===== src/rtl/sva_thread_scheduler.sv =====
// Thread-context scheduler for an SVA checker: on each sample tick, walks every
// live thread through a shared next-state evaluator, then spawns a new attempt.
module sva_thread_scheduler #(
  parameter int unsigned SLOTS      = 4,
  parameter int unsigned STATE_W    = 4,
  parameter int unsigned INIT_STATE = 0,
  parameter int unsigned TS_W       = 8,
  parameter int unsigned CNT_W      = 16
) (
  input  logic                       gclk,
  input  logic                       grst,
  input  logic                       sample_vld,
  input  logic                       spawn_en,
  input  logic                       clr,
  output logic                       ev_vld,
  output logic                       ev_spawn,
  output logic [$clog2(SLOTS)-1:0]   ev_slot,
  output logic [STATE_W-1:0]         ev_state,
  output logic [TS_W-1:0]            ev_start,
  input  logic [STATE_W-1:0]         ev_nxt_state,
  input  logic                       ev_nxt_active,
  input  logic                       ev_succ,
  input  logic                       ev_fail,
  output logic                       busy,
  output logic                       done,
  output logic [$clog2(SLOTS):0]     active_cnt,
  output logic [CNT_W-1:0]           succ_cnt,
  output logic [CNT_W-1:0]           fail_cnt,
  output logic [CNT_W-1:0]           drop_cnt,
  output logic                       overflow,
  output logic                       sample_miss
);
  localparam int unsigned SLW = $clog2(SLOTS);
  localparam int unsigned ACW = $clog2(SLOTS) + 1;

  typedef enum logic [1:0] {IDLE, SCAN, SPAWN} state_t;

  state_t             state;
  logic [SLOTS-1:0]   act_mask, scan_mask, scan_rest;
  logic [STATE_W-1:0] slot_state [SLOTS];
  logic [TS_W-1:0]    slot_start [SLOTS];
  logic [TS_W-1:0]    ts, ts_lat;
  logic               spawn_lat;
  logic [SLW-1:0]     scan_idx, free_idx;
  logic               free_any;

  // Priority pickers: iterate high-to-low so the lowest index wins.
  always_comb begin
    scan_idx = '0;
    free_idx = '0;
    free_any = 1'b0;
    for (int unsigned i = SLOTS; i > 0; i--) begin
      if (scan_mask[i-1]) scan_idx = SLW'(i-1);
      if (!act_mask[i-1]) begin
        free_idx = SLW'(i-1);
        free_any = 1'b1;
      end
    end
    scan_rest = scan_mask;
    scan_rest[scan_idx] = 1'b0;
  end

  always_comb begin
    active_cnt = '0;
    for (int unsigned i = 0; i < SLOTS; i++)
      active_cnt = active_cnt + ACW'(act_mask[i]);
  end

  always_comb begin
    ev_vld   = 1'b0;
    ev_spawn = 1'b0;
    ev_slot  = '0;
    ev_state = '0;
    ev_start = '0;
    if (state == SCAN) begin
      ev_vld   = 1'b1;
      ev_slot  = scan_idx;
      ev_state = slot_state[scan_idx];
      ev_start = slot_start[scan_idx];
    end else if (state == SPAWN && spawn_lat && free_any) begin
      ev_vld   = 1'b1;
      ev_spawn = 1'b1;
      ev_slot  = free_idx;
      ev_state = STATE_W'(INIT_STATE);
      ev_start = ts_lat;
    end
  end

  assign busy = (state != IDLE);

  always_ff @(posedge gclk or posedge grst) begin
    if (grst) begin
      state       <= IDLE;
      act_mask    <= '0;
      scan_mask   <= '0;
      ts          <= '0;
      ts_lat      <= '0;
      spawn_lat   <= 1'b0;
      done        <= 1'b0;
      succ_cnt    <= '0;
      fail_cnt    <= '0;
      drop_cnt    <= '0;
      overflow    <= 1'b0;
      sample_miss <= 1'b0;
      for (int unsigned i = 0; i < SLOTS; i++) begin
        slot_state[i] <= '0;
        slot_start[i] <= '0;
      end
    end else begin
      done <= 1'b0;
      case (state)
        IDLE: begin
          if (sample_vld) begin
            spawn_lat <= spawn_en;
            ts_lat    <= ts;
            ts        <= ts + TS_W'(1);
            scan_mask <= act_mask;
            state     <= (|act_mask) ? SCAN : SPAWN;
          end
        end
        SCAN: begin
          scan_mask <= scan_rest;
          if (ev_nxt_active) slot_state[scan_idx] <= ev_nxt_state;
          else               act_mask[scan_idx]   <= 1'b0;
          if (scan_rest == '0) state <= SPAWN;
        end
        SPAWN: begin
          if (spawn_lat) begin
            if (free_any) begin
              slot_start[free_idx] <= ts_lat;
              if (ev_nxt_active) begin
                act_mask[free_idx]   <= 1'b1;
                slot_state[free_idx] <= ev_nxt_state;
              end
            end else begin
              overflow <= 1'b1;
              if (drop_cnt != '1) drop_cnt <= drop_cnt + CNT_W'(1);
            end
          end
          state <= IDLE;
          done  <= 1'b1;
        end
        default: state <= IDLE;
      endcase

      if (ev_vld && ev_succ && succ_cnt != '1) succ_cnt <= succ_cnt + CNT_W'(1);
      if (ev_vld && ev_fail && fail_cnt != '1) fail_cnt <= fail_cnt + CNT_W'(1);
      if (sample_vld && state != IDLE) sample_miss <= 1'b1;

      // Later assignments override: a clear drops any same-cycle increment.
      if (clr) begin
        succ_cnt    <= '0;
        fail_cnt    <= '0;
        drop_cnt    <= '0;
        overflow    <= 1'b0;
        sample_miss <= 1'b0;
      end
    end
  end
endmodule


===== config.mk =====
export PLATFORM = sky130hd
export DESIGN_NAME = sva_thread_scheduler
export DESIGN_NICKNAME = d
export VERILOG_FILES = /design/src/rtl/sva_thread_scheduler.sv
export SDC_FILE = /design/constraint.sdc
export NUM_CORES = 1
export LEC_CHECK = 0
export BUFFER_PORTS_ARGS = -buffer_cell sky130_fd_sc_hd__buf_2
export CELL_PAD_IN_SITES_DETAIL_PLACEMENT = 2
export CELL_PAD_IN_SITES_GLOBAL_PLACEMENT = 2
export CORE_UTILIZATION = 35
export CTS_BUF_LIST = sky130_fd_sc_hd__clkbuf_2
export DETAILED_ROUTE_END_ITERATION = 6
export GPL_ROUTABILITY_DRIVEN = 0
export PLACE_DENSITY = 0.88
export SETUP_SLACK_MARGIN = 0.1
export SLEW_MARGIN = 20
export SYNTH_ARGS = -nofsm -noshare
export SYNTH_HDL_FRONTEND = slang
export SYNTH_SLANG_ARGS = --single-unit

===== constraint.sdc =====
create_clock -name gclk -period 3.7 [get_ports gclk]
set_clock_uncertainty 0.15 [all_clocks]
set_input_delay 0.37 -clock gclk [delete_from_list [all_inputs] [get_ports gclk]]
set_output_delay 0.37 -clock gclk [all_outputs]
set_load 0.02 [all_outputs]

==> results of run 1 <==
==> path summary, 6_finish.rpt <==
path,slack (ns),cells after the start,from,end
setup reg to reg,0.89,6,state[1],slot_state[10]
min in group asynchronous,0.21,3,grst,succ_cnt[8]
hold / removal,0.14,6,ev_succ,succ_cnt[3]
hold reg to reg,0.38,2,sample_miss,sample_miss
setup / recovery,0.31,5,scan_mask[0],ev_start[6]
max in group asynchronous,2.22,4,grst,act_mask[3]
==> kinds of logic after synthesis <==
group / after synthesis / share of synthesized area
mux: 70 / 0.121
buf+inv: 52 / 0.0354
fa+ha+maj: 9 / 0.0188
xor+xnor: 38 / 0.0521
simple gates: 200 / 0.162
compound gates: 110 / 0.117
flops: 126 / 0.493
==> where the power goes <==
part	leakage [nW]	total, W	internal (W)	switching [W]
registers	1.69	0.00200	0.00166	0.000344
clock network	0.122	0.000792	0.000292	0.000500
logic	1.50	0.00130	0.000566	0.000735
total	3.31	0.00410	0.00252	0.00158
==> critical path, delay by kind of cell (launching register included) <==
family | cells | cell delay [ns]
compound gates | 2 | 0.43
flops | 1 | 0.57
simple gates | 2 | 0.95
buf+inv | 1 | 0.22
==> area by class of cell <==
type | instances | area (um2)
fillers | 1916 | 10600
flip-flops and latches | 126 | 3150
multi-input cells | 427 | 3020
repair buffers | 98 | 566
well taps | 229 | 287
clock inverters | 10 | 100
clock buffers | 19 | 95.1
inverters | 22 | 86.3
diodes | 1 | 2.50
==> cells in the mapped netlist, types with 10 or more instances <==
cell / count / share of area
sky130_fd_sc_hd__mux2_2: 60 / 0.11
sky130_fd_sc_hd__xnor2_1: 31 / 0.042
sky130_fd_sc_hd__a21oi_1: 31 / 0.024
sky130_fd_sc_hd__clkbuf_1: 24 / 0.014
sky130_fd_sc_hd__nor2_1: 56 / 0.033
sky130_fd_sc_hd__a2bb2oi_1: 11 / 0.015
sky130_fd_sc_hd__nand3_1: 30 / 0.023
sky130_fd_sc_hd__mux2i_1: 10 / 0.016
sky130_fd_sc_hd__nand4_1: 12 / 0.012
sky130_fd_sc_hd__nand2_1: 27 / 0.016
sky130_fd_sc_hd__nor3_1: 15 / 0.012
sky130_fd_sc_hd__nor4_1: 12 / 0.012
sky130_fd_sc_hd__inv_1: 22 / 0.013
sky130_fd_sc_hd__dfrtp_1: 126 / 0.49
sky130_fd_sc_hd__o21ai_0: 17 / 0.013
==> through the flow <==
stage | util | area (um2) | total power (W) | cells | hold WS, ns
floorplan | - | 6400 | 0.00289 | 605 | 0.290
global placement | 0.392 | 7020 | 0.00320 | 893 | 0.311
detailed placement | 0.392 | 7020 | 0.00333 | 893 | 0.347
CTS | 0.408 | 7300 | 0.00414 | 931 | 0.102
global route | 0.408 | 7300 | 0.00434 | 931 | 0.146
finish | 0.408 | 7310 | 0.00410 | 932 | 0.144
==> per-layer routing <==
layer	GRT usage	routed length, um
met1	0.254	8210
met5	0	0
met2	0.384	9760
met4	0.0458	161
met3	0.0511	669
==> state kept, by name (all words and copies together) (netlist names), 2 cells and up <==
name	count
slot_state	16
state	2
ts_lat	8
ts	8
fail_cnt	16
drop_cnt	16
slot_start	32
succ_cnt	16
scan_mask	4
act_mask	4
==> repair_timing <==
item | CTS | global route
hold endpoints to repair | 79 | 0
setup endpoints to repair | 0 | 0
hold buffers | 9 | 0
==> cell usage in the layout (no fill, tap or decap), types with 9 or more instances in the layout <==
cell type                         n
sky130_fd_sc_hd__xnor2_1         31
sky130_fd_sc_hd__nand3_1         30
sky130_fd_sc_hd__o21ai_0         17
sky130_fd_sc_hd__a2bb2oi_1       11
sky130_fd_sc_hd__dfrtp_1        126
sky130_fd_sc_hd__a21oi_1         31
sky130_fd_sc_hd__nor4_1          12
sky130_fd_sc_hd__nor2_1          56
sky130_fd_sc_hd__nand2_1         27
sky130_fd_sc_hd__inv_1           21
sky130_fd_sc_hd__mux2_2          60
sky130_fd_sc_hd__nor3_1          15
sky130_fd_sc_hd__buf_2           82
sky130_fd_sc_hd__mux2i_1         10
sky130_fd_sc_hd__dlygate4sd3_1    9
sky130_fd_sc_hd__clkbuf_2        19
sky130_fd_sc_hd__nand4_1         12
==> flow_summary.json, run 1 <==
{
  "timing.final.crit_period_ns": 3.39,
  "start_kind": "register",
  "yosys_register_bits": 126,
  "path_cells": "nor3_1, and2_1, a22oi_1, o21ai_0, buf_2",
  "yosysWarningCount": 0,
  "layout-drive-gt1-share": 0.261,
  "area_growth_syn_to_layout_pct": 14.3,
  "timing.max_cap.violations": 0,
  "netlist_area_um2": 6390,
  "antenna_found_initial": 1,
  "nNetsFinal": 713,
  "placement_rows": 49,
  "post_cts.resized_instances": 0,
  "worst_path_largest_cell_delay_ns": 0.57,
  "synthArstFlopShare": 1.00,
  "criticalPathCategory": "register to output port",
  "cts_num_sinks": 126,
  "grt-ovfl-total": 0,
  "pre_cts_slack_ns": 0.940,
  "timing.max_slew.rel_slack": 0.392,
  "grt_start_max_net_pins": 89,
  "drt_wl_total_um": 18800,
  "critical_path_peak_fanout": 14,
  "clk-insertion-delay-late_ns": 0.72,
  "antenna_violating_nets_post_route": 0,
  "die_area_um2": 18800,
  "power_leakage_nw": 3.31,
  "power.density_cell_area_nw_per_um2": 561,
  "post_synth.cell_area_avg_um2": 10.6,
  "timing.fmax_ghz": 0.295,
  "chip_width_um": 137,
  "crit_slowest_cell": "sky130_fd_sc_hd__dfrtp_1",
  "required_time_worst_endpoint_ns": 3.18,
  "fin_setup_tns_ns": 0,
  "yosysUniqueCellTypes": 55,
  "endpoints_failing_hold": 0,
  "grt_pass1_wl_um": 30200,
  "vias_per_cell": 5.60,
  "hp-class": "primary input to register",
  "dp_hpwl_um": 13600,
  "clock-root-buffer": "sky130_fd_sc_hd__clkbuf_2",
  "grt_usage": 0.213,
  "post_cts_setup_inserts": 0,
  "die_h_um": 137,
  "result_of_the_run": "completed",
  "number_of_global_route_vias_before_repair": 5586,
  "number_of_synthesized_flops_with_an_enable_pin": 0,
  "critical_path_arrival_ns": 2.87,
  "post-route-period-util": 0.917,
  "synthesis.instances": 605,
  "endpoints_failing_setup": 0,
  "drt_first_pass_iters": 4,
  "setup_ws_final_ns": 0.308,
  "detailedRoute.firstIterationViolations": 252,
  "synthFlopType": "sky130_fd_sc_hd__dfrtp_1",
  "cts_buffers": 17,
  "timing_worst_slew_pin_value_ns": 0.910,
  "floorplan.core_area_um2": 17900,
  "timing_max_transition_violations_final": 0,
  "io_buffer_count": 82,
  "clockBufferDepth": 2,
  "detail_route.drc_violations": 0,
  "vias": 5221,
  "cts_tree": "built",
  "crit_path_end_kind": "output port",
  "floorplan.initialDensity": 0.357,
  "top_level_port_count": 83,
  "htreeDepth": 4,
  "route.detailed.wl_per_inst_um": 20.2,
  "grt_setup_unrepaired": "false",
  "peak_ir_drop_on_the_vdd_network_mv": 0.295,
  "synth_nets": 626,
  "worst_setup_hold_path_clk_slew_ns": 0.17,
  "synth_sequential_area_ratio": 0.493
}
Power figures use the tool's default switching activity.
==> run 2, diff against run 1 <==
- ABC_AREA: default -> 1
- CORE_UTILIZATION: 35 -> 31
==> run 2 against run 1 <==
  * The run now ends with design-rule violations left
  * Core utilization decreased by 4.2 points
  * Hold slack worse by 0.070 ns
  * Cell count increased by 45%
  * Combinational power grew 3%
  * Setup slack gained 0.12 ns
  * Via count rose by 33%
  * Power is 0.23% higher
  * Largest power group unchanged
==> flow_summary.json, run 2 <==
{
  "endpoints_failing_hold": 0,
  "number_of_global_route_vias_before_repair": 7595,
  "critical_path.top_delay_family": "buffers and inverters",
  "placement_rows": 54,
  "placed_cell_count": 1300,
  "post_synth.cell_area_avg_um2": 7.27,
  "cts_buffers": 17,
  "die_area_um2": 23200,
  "chip_width_um": 152,
  "synth_sequential_area_ratio": 0.451,
  "floorplan.initialDensity": 0.319,
  "ys_top_cells_by_area": "sky130_fd_sc_hd__dfrtp_1 45%, sky130_fd_sc_hd__nand2_1 20%, sky130_fd_sc_hd__inv_1 5.7%, sky130_fd_sc_hd__nand3_1 5.5%, sky130_fd_sc_hd__o21ai_0 4.8%",
  "netlist_area_um2": 7000,
  "timing.max_slew.rel_slack": 0.387,
  "antenna_found_initial": 1,
  "crit_cells": 8,
  "power_w": 0.00411,
  "start_kind": "register",
  "ff2ff_path_depth": 8,
  "hp-class": "primary input to asynchronous set/reset pin",
  "detailedRoute.firstIterationViolations": 256,
  "vias": 6921,
  "post_dp_cell_area_um2": 7640,
  "ys_top_cells_by_count": "366 x sky130_fd_sc_hd__nand2_1, 126 x sky130_fd_sc_hd__dfrtp_1, 107 x sky130_fd_sc_hd__inv_1, 77 x sky130_fd_sc_hd__nand3_1, 67 x sky130_fd_sc_hd__o21ai_0",
  "power_leakage_nw": 4.09,
  "multi_input_comb_area_um2": 3270,
  "timing.final.crit_period_ns": 3.28,
  "path_cells": "nor3_1, buf_4, inv_1, nand3_1, nand2_1, nand2_1, nand2_1, buf_2",
  "cts_tree": "built",
  "critical_path_peak_fanout": 15,
  "nNetsFinal": 1074,
  "clock-root-buffer": "sky130_fd_sc_hd__clkbuf_2",
  "clockBufferDepth": 2,
  "drt_first_pass_iters": 7,
  "timing_worst_slew_pin_value_ns": 0.917,
  "crit_slowest_cell": "sky130_fd_sc_hd__dfrtp_1",
  "synth_nets": 984,
  "fillCellCount": 2600,
  "crit_path_end": "ev_start[7]",
  "register_ranked_first_by_flip_flop_count": "slot_start",
  "io_buffer_count": 82,
  "crit_path_end_kind": "output port",
  "drt_wl_total_um": 24100,
  "cts_num_sinks": 126,
  "design_area_um2": 8040,
  "largest_register_ffs": 32,
  "layout-drive-gt1-share": 0.130,
  "vias_per_cell": 5.14,
  "die_h_um": 152,
  "endpoints_failing_setup": 0,
  "detail_route.drc_violations": 2,
  "grt_start_max_net_pins": 78,
  "yosysUniqueCellTypes": 33,
  "grt_setup_unrepaired": "false",
  "dp_hpwl_um": 17500,
  "post_cts_setup_inserts": 0,
  "critical_path_arrival_ns": 2.76,
  "timing_max_transition_violations_final": 0,
  "timing.fmax_ghz": 0.305,
  "area_growth_syn_to_layout_pct": 14.8,
  "whs_ns": 0.0744,
  "clk-insertion-delay-late_ns": 0.75,
  "crit-reg2reg-capture": "slot_state[2]",
  "power.density_cell_area_nw_per_um2": 511,
  "post-route-period-util": 0.885,
  "yosysWarningCount": 0,
  "worst_path_largest_cell_delay_ns": 0.69,
  "violated_checks": "design-rule violations",
  "synthArstFlopShare": 1.00,
  "top_level_port_count": 83,
  "synthDominantAreaCellType": "sky130_fd_sc_hd__dfrtp_1",
  "floorplan.core_area_um2": 22000,
  "route.detailed.wl_per_inst_um": 17.9,
  "worst-r2r-setup-slack_ns": 0.87,
  "grt-ovfl-total": 0,
  "synthesis.instances": 963,
  "htreeDepth": 4,
  "grt_usage": 0.216,
  "peak_ir_drop_on_the_vdd_network_mv": 0.194,
  "fin_setup_tns_ns": 0,
  "sequential_cell_area_um2": 3150,
  "required_time_worst_endpoint_ns": 3.18,
  "number_of_synthesized_flops_with_an_enable_pin": 0,
  "top_library_cells_by_usage_in_the_layout_fill_and_taps_aside": "365 x sky130_fd_sc_hd__nand2_1, 126 x sky130_fd_sc_hd__dfrtp_1, 106 x sky130_fd_sc_hd__inv_1, 82 x sky130_fd_sc_hd__buf_2, 77 x sky130_fd_sc_hd__nand3_1",
  "criticalPathCategory": "register to output port",
  "antenna_violating_nets_post_route": 0,
  "synthFlopType": "sky130_fd_sc_hd__dfrtp_1",
  "yosys.cell_count.top_type": "sky130_fd_sc_hd__nand2_1",
  "worst_setup_hold_path_clk_slew_ns": 0.24,
  "regToRegStartpoint": "scan_mask[0]",
  "critical_path.most_common_cell": "sky130_fd_sc_hd__nand2_1",
  "result_of_the_run": "finished, violations left",
  "yosys_register_bits": 126,
  "worstPathBufferInverterCount": 3,
  "layout_commonest_cell": "sky130_fd_sc_hd__nand2_1",
  "yosysTopAreaCellShare": 0.451,
  "grt_pass1_wl_um": 40100,
  "layout.cells.non_filler": 1347,
  "crit_path_start": "scan_mask[1]",
  "timing.max_cap.violations": 0
}
[run 2: cell types whose count changed in the layout (fill, tap and decap cells not counted), sizes merged, moves of 9 or more]
cell	previous run	this run
xor2	7	16
nand2	27	369
a2bb2oi	11	0
mux2i	10	0
a21oi	31	10
nand3	30	78
inv	21	114
nand4	12	42
mux2	60	0
nor4	13	0
o21ai	17	67
xnor2	31	3
nor3	15	5
[run 2: how the worst min path moves through the flow]
stage | from | endpoint | slack [ns] | depth (start not counted)
after floorplan | slot_state[10] | slot_state[10] | 0.29 | 2
final | grst | succ_cnt[13] | 0.07 | 3
after detailed placement | slot_state[8] | slot_state[8] | 0.32 | 2
after global routing | grst | succ_cnt[13] | 0.05 | 3
after CTS | grst | succ_cnt[13] | 0.02 | 3
after global placement | slot_state[14] | slot_state[14] | 0.31 | 2
[run 2: timing repair]
action / 4_1_cts / 5_1_grt
resized for setup: 0 / 1
endpoints found under the hold margin: 83 / 0
hold buffers: 14 / 0
endpoints found under the setup margin: 0 / 13
[run 2: area by class of cell]
type	instances	area share
antenna	1	0.000311
clock buffer	17	0.0106
clock inverter	15	0.0201
inverter	112	0.0528
multi-input combinational	696	0.407
sequential	126	0.392
tap	280	0.0436
timing repair buffer	100	0.0738
[run 2: worst min-delay path, stage by stage]
cell,delay [ns]
sky130_fd_sc_hd__dlygate4sd3_1,0.53
sky130_fd_sc_hd__buf_2,0.13
sky130_fd_sc_hd__clkinvlp_4,0.48
[run 2: power breakdown]
part / total (W) / internal (W) / switching [W]
clock: 0.000933 / 0.000319 / 0.000613
sequential: 0.00184 / 0.00162 / 0.000218
combinational: 0.00134 / 0.000366 / 0.000969
[run 2: routing by layer]
metal / vias up / global-route usage / share of wire
met4: 0 / 0.0530 / 0.012
li1: 3275 / - / -
met3: 23 / 0.0404 / 0.029
met1: 3506 / 0.279 / 0.46
met2: 117 / 0.373 / 0.50
met5: - / 0 / 0
[run 2: logic make-up (layout without fill, tap and decap cells)]
logic type,after synthesis,in the layout,synth area share
compound gates,101,101,0.0808
fa+ha+maj,9,9,0.0172
buf+inv,141,244,0.0830
other cells,0,1,0
simple gates,567,567,0.345
flops,126,126,0.451
xor+xnor,19,19,0.0238
[run 2: through the flow]
stage | setup slack (ns) | util
final | 0.424 | 0.366
after global routing | 0.146 | 0.366
after CTS | 0.184 | 0.366
after detailed placement | 1.02 | 0.348
after global placement | 1.16 | 0.348
after floorplan | 1.58 | -
==> run 3, diff against run 2 <==
- BUFFER_PORTS_ARGS: -buffer_cell sky130_fd_sc_hd__buf_2 -> -buffer_cell sky130_fd_sc_hd__buf_4
==> run 3 against run 2 <==
  * The flow still finishes with violations (design-rule violations)
  * Largest power group unchanged
  * Sequential cell count is the same
  * Global-route usage grew 0.33 points
  * Core utilization grew 1.2 points
  * Critical path type unchanged
  * Count of clock-buffer cells in the layout grew 1
  * Sequential share of layout area shrank 1.2 points
  * Maximum frequency shrank 1.5%
  * Critical path depth is the same
  * Combinational power grew 4%
  * Highest routed layer unchanged
==> flow_summary.json, run 3 (synthesis gave the netlist of run 2 again) <==
{
  "critical_path.most_common_cell": "sky130_fd_sc_hd__nand2_1",
  "timing.final.crit_period_ns": 3.33,
  "required_time_worst_endpoint_ns": 3.18,
  "crit_slowest_cell": "sky130_fd_sc_hd__dfrtp_1",
  "whs_ns": 0.0684,
  "grt_pass1_wl_um": 40400,
  "number_of_global_route_vias_before_repair": 7663,
  "grt_setup_unrepaired": "false",
  "vias_per_cell": 5.10,
  "cts_num_sinks": 126,
  "grt-ovfl-total": 0,
  "critical_path_arrival_ns": 2.81,
  "grt_start_max_net_pins": 57,
  "cts_tree": "built",
  "worst_setup_hold_path_clk_slew_ns": 0.18,
  "post_cts_setup_inserts": 0,
  "layout-drive-gt1-share": 0.129,
  "timing_worst_slew_pin_value_ns": 0.907,
  "fin_setup_tns_ns": 0,
  "die_area_um2": 23200,
  "clk-insertion-delay-late_ns": 0.69,
  "result_of_the_run": "finished, violations left",
  "grt_usage": 0.220,
  "timing.max_slew.rel_slack": 0.394,
  "critical_path_peak_fanout": 15,
  "htreeDepth": 4,
  "drt_wl_total_um": 24500,
  "ff2ff_path_depth": 9,
  "die_h_um": 152,
  "antenna_found_initial": 1,
  "peak_ir_drop_on_the_vdd_network_mv": 0.234,
  "violated_checks": "design-rule violations",
  "worstPathBufferInverterCount": 3,
  "largest_register_ffs": 32,
  "path_cells": "nor3_1, buf_4, inv_1, nand3_1, nand2_1, nand2_1, nand2_1, buf_4",
  "crit_path_end_kind": "output port",
  "register_ranked_first_by_flip_flop_count": "slot_start",
  "top_library_cells_by_usage_in_the_layout_fill_and_taps_aside": "365 x sky130_fd_sc_hd__nand2_1, 126 x sky130_fd_sc_hd__dfrtp_1, 106 x sky130_fd_sc_hd__inv_1, 86 x sky130_fd_sc_hd__buf_4, 77 x sky130_fd_sc_hd__nand3_1",
  "vias": 6887,
  "timing_max_transition_violations_final": 0,
  "timing.max_cap.violations": 0,
  "critical_path.top_delay_family": "buffers and inverters",
  "antenna_violating_nets_post_route": 0,
  "post-route-period-util": 0.899,
  "hp-class": "primary input to register",
  "endpoints_failing_hold": 0,
  "clockBufferDepth": 2,
  "nNetsFinal": 1077,
  "placement_rows": 54,
  "power_leakage_nw": 4.13,
  "timing.fmax_ghz": 0.301,
  "chip_width_um": 152,
  "drt_first_pass_iters": 6,
  "io_buffer_count": 82,
  "start_kind": "register",
  "detailedRoute.firstIterationViolations": 314,
  "criticalPathCategory": "register to output port",
  "cts_buffers": 17,
  "clock-root-buffer": "sky130_fd_sc_hd__clkbuf_2",
  "crit_cells": 8,
  "detail_route.drc_violations": 2,
  "layout_commonest_cell": "sky130_fd_sc_hd__nand2_1",
  "floorplan.core_area_um2": 22000,
  "power.density_cell_area_nw_per_um2": 509,
  "top_level_port_count": 83,
  "dp_hpwl_um": 17200,
  "hold_path_depth": 5,
  "route.detailed.wl_per_inst_um": 18.2,
  "floorplan.initialDensity": 0.319,
  "endpoints_failing_setup": 0,
  "area_growth_syn_to_layout_pct": 18.6,
  "worst_path_largest_cell_delay_ns": 0.67
}
run 3: worst paths after layout:
path,start,to,slack [ns]
worst min register to register,slot_state[12],slot_state[12],0.35
max in group asynchronous,grst,slot_state[8],1.93
worst max-delay path,scan_mask[1],ev_start[2],0.37
worst min-delay path,ev_nxt_active,act_mask[0],0.07
worst max register to register,scan_mask[3],slot_state[3],0.88
min in group asynchronous,grst,ts_lat[5],0.58
run 3: final cells by class:
class	instances	area (um2)
Antenna cell	1	2.50
Clock buffer	18	90.1
Clock inverter	14	174
Fill cell	2601	13700
Inverter	112	424
Multi-Input combinational cell	696	3270
Sequential cell	126	3150
Tap cell	280	350
Timing Repair Buffer	103	836
run 3: power breakdown:
part / internal [W] / switching (W) / total, W / leakage [nW]
Clock: 0.000436 / 0.000545 / 0.000981 / 0.164
Combinational: 0.000417 / 0.000981 / 0.00140 / 2.28
Sequential: 0.00162 / 0.000222 / 0.00184 / 1.69
run 3: repair_timing:
item | in CTS | in global routing
hold endpoints to repair | 94 | 10
gates resized for setup | 0 | 1
hold buffers | 14 | 1
setup endpoints to repair | 0 | 13
run 3: worst min-delay path: stages:
cell	delay (ns)
sky130_fd_sc_hd__buf_4	0.11
sky130_fd_sc_hd__o21ai_0	0.10
sky130_fd_sc_hd__nand2_1	0.15
sky130_fd_sc_hd__o21ai_0	0.10
sky130_fd_sc_hd__nand2_1	0.06
run 3: per-stage QoR:
| step | setup WS (ns) | instances | power, W | area [um2] | util |
|---|---|---|---|---|---|
| CTS | 0.105 | 1347 | 0.00428 | 8260 | 0.376 |
| finish | 0.374 | 1350 | 0.00422 | 8300 | 0.378 |
| global route | 0.124 | 1350 | 0.00452 | 8300 | 0.378 |
| global placement | 1.14 | 1301 | 0.00315 | 7860 | 0.358 |
| detailed placement | 0.967 | 1301 | 0.00324 | 7860 | 0.358 |
| floorplan | 1.58 | 963 | 0.00273 | 7000 | - |
run 3: layer usage:
layer | global-route usage | wire length (um)
met1 | 0.279 | 11100
met2 | 0.380 | 12200
met5 | 0 | 0
met4 | 0.0666 | 461
met3 | 0.0398 | 769
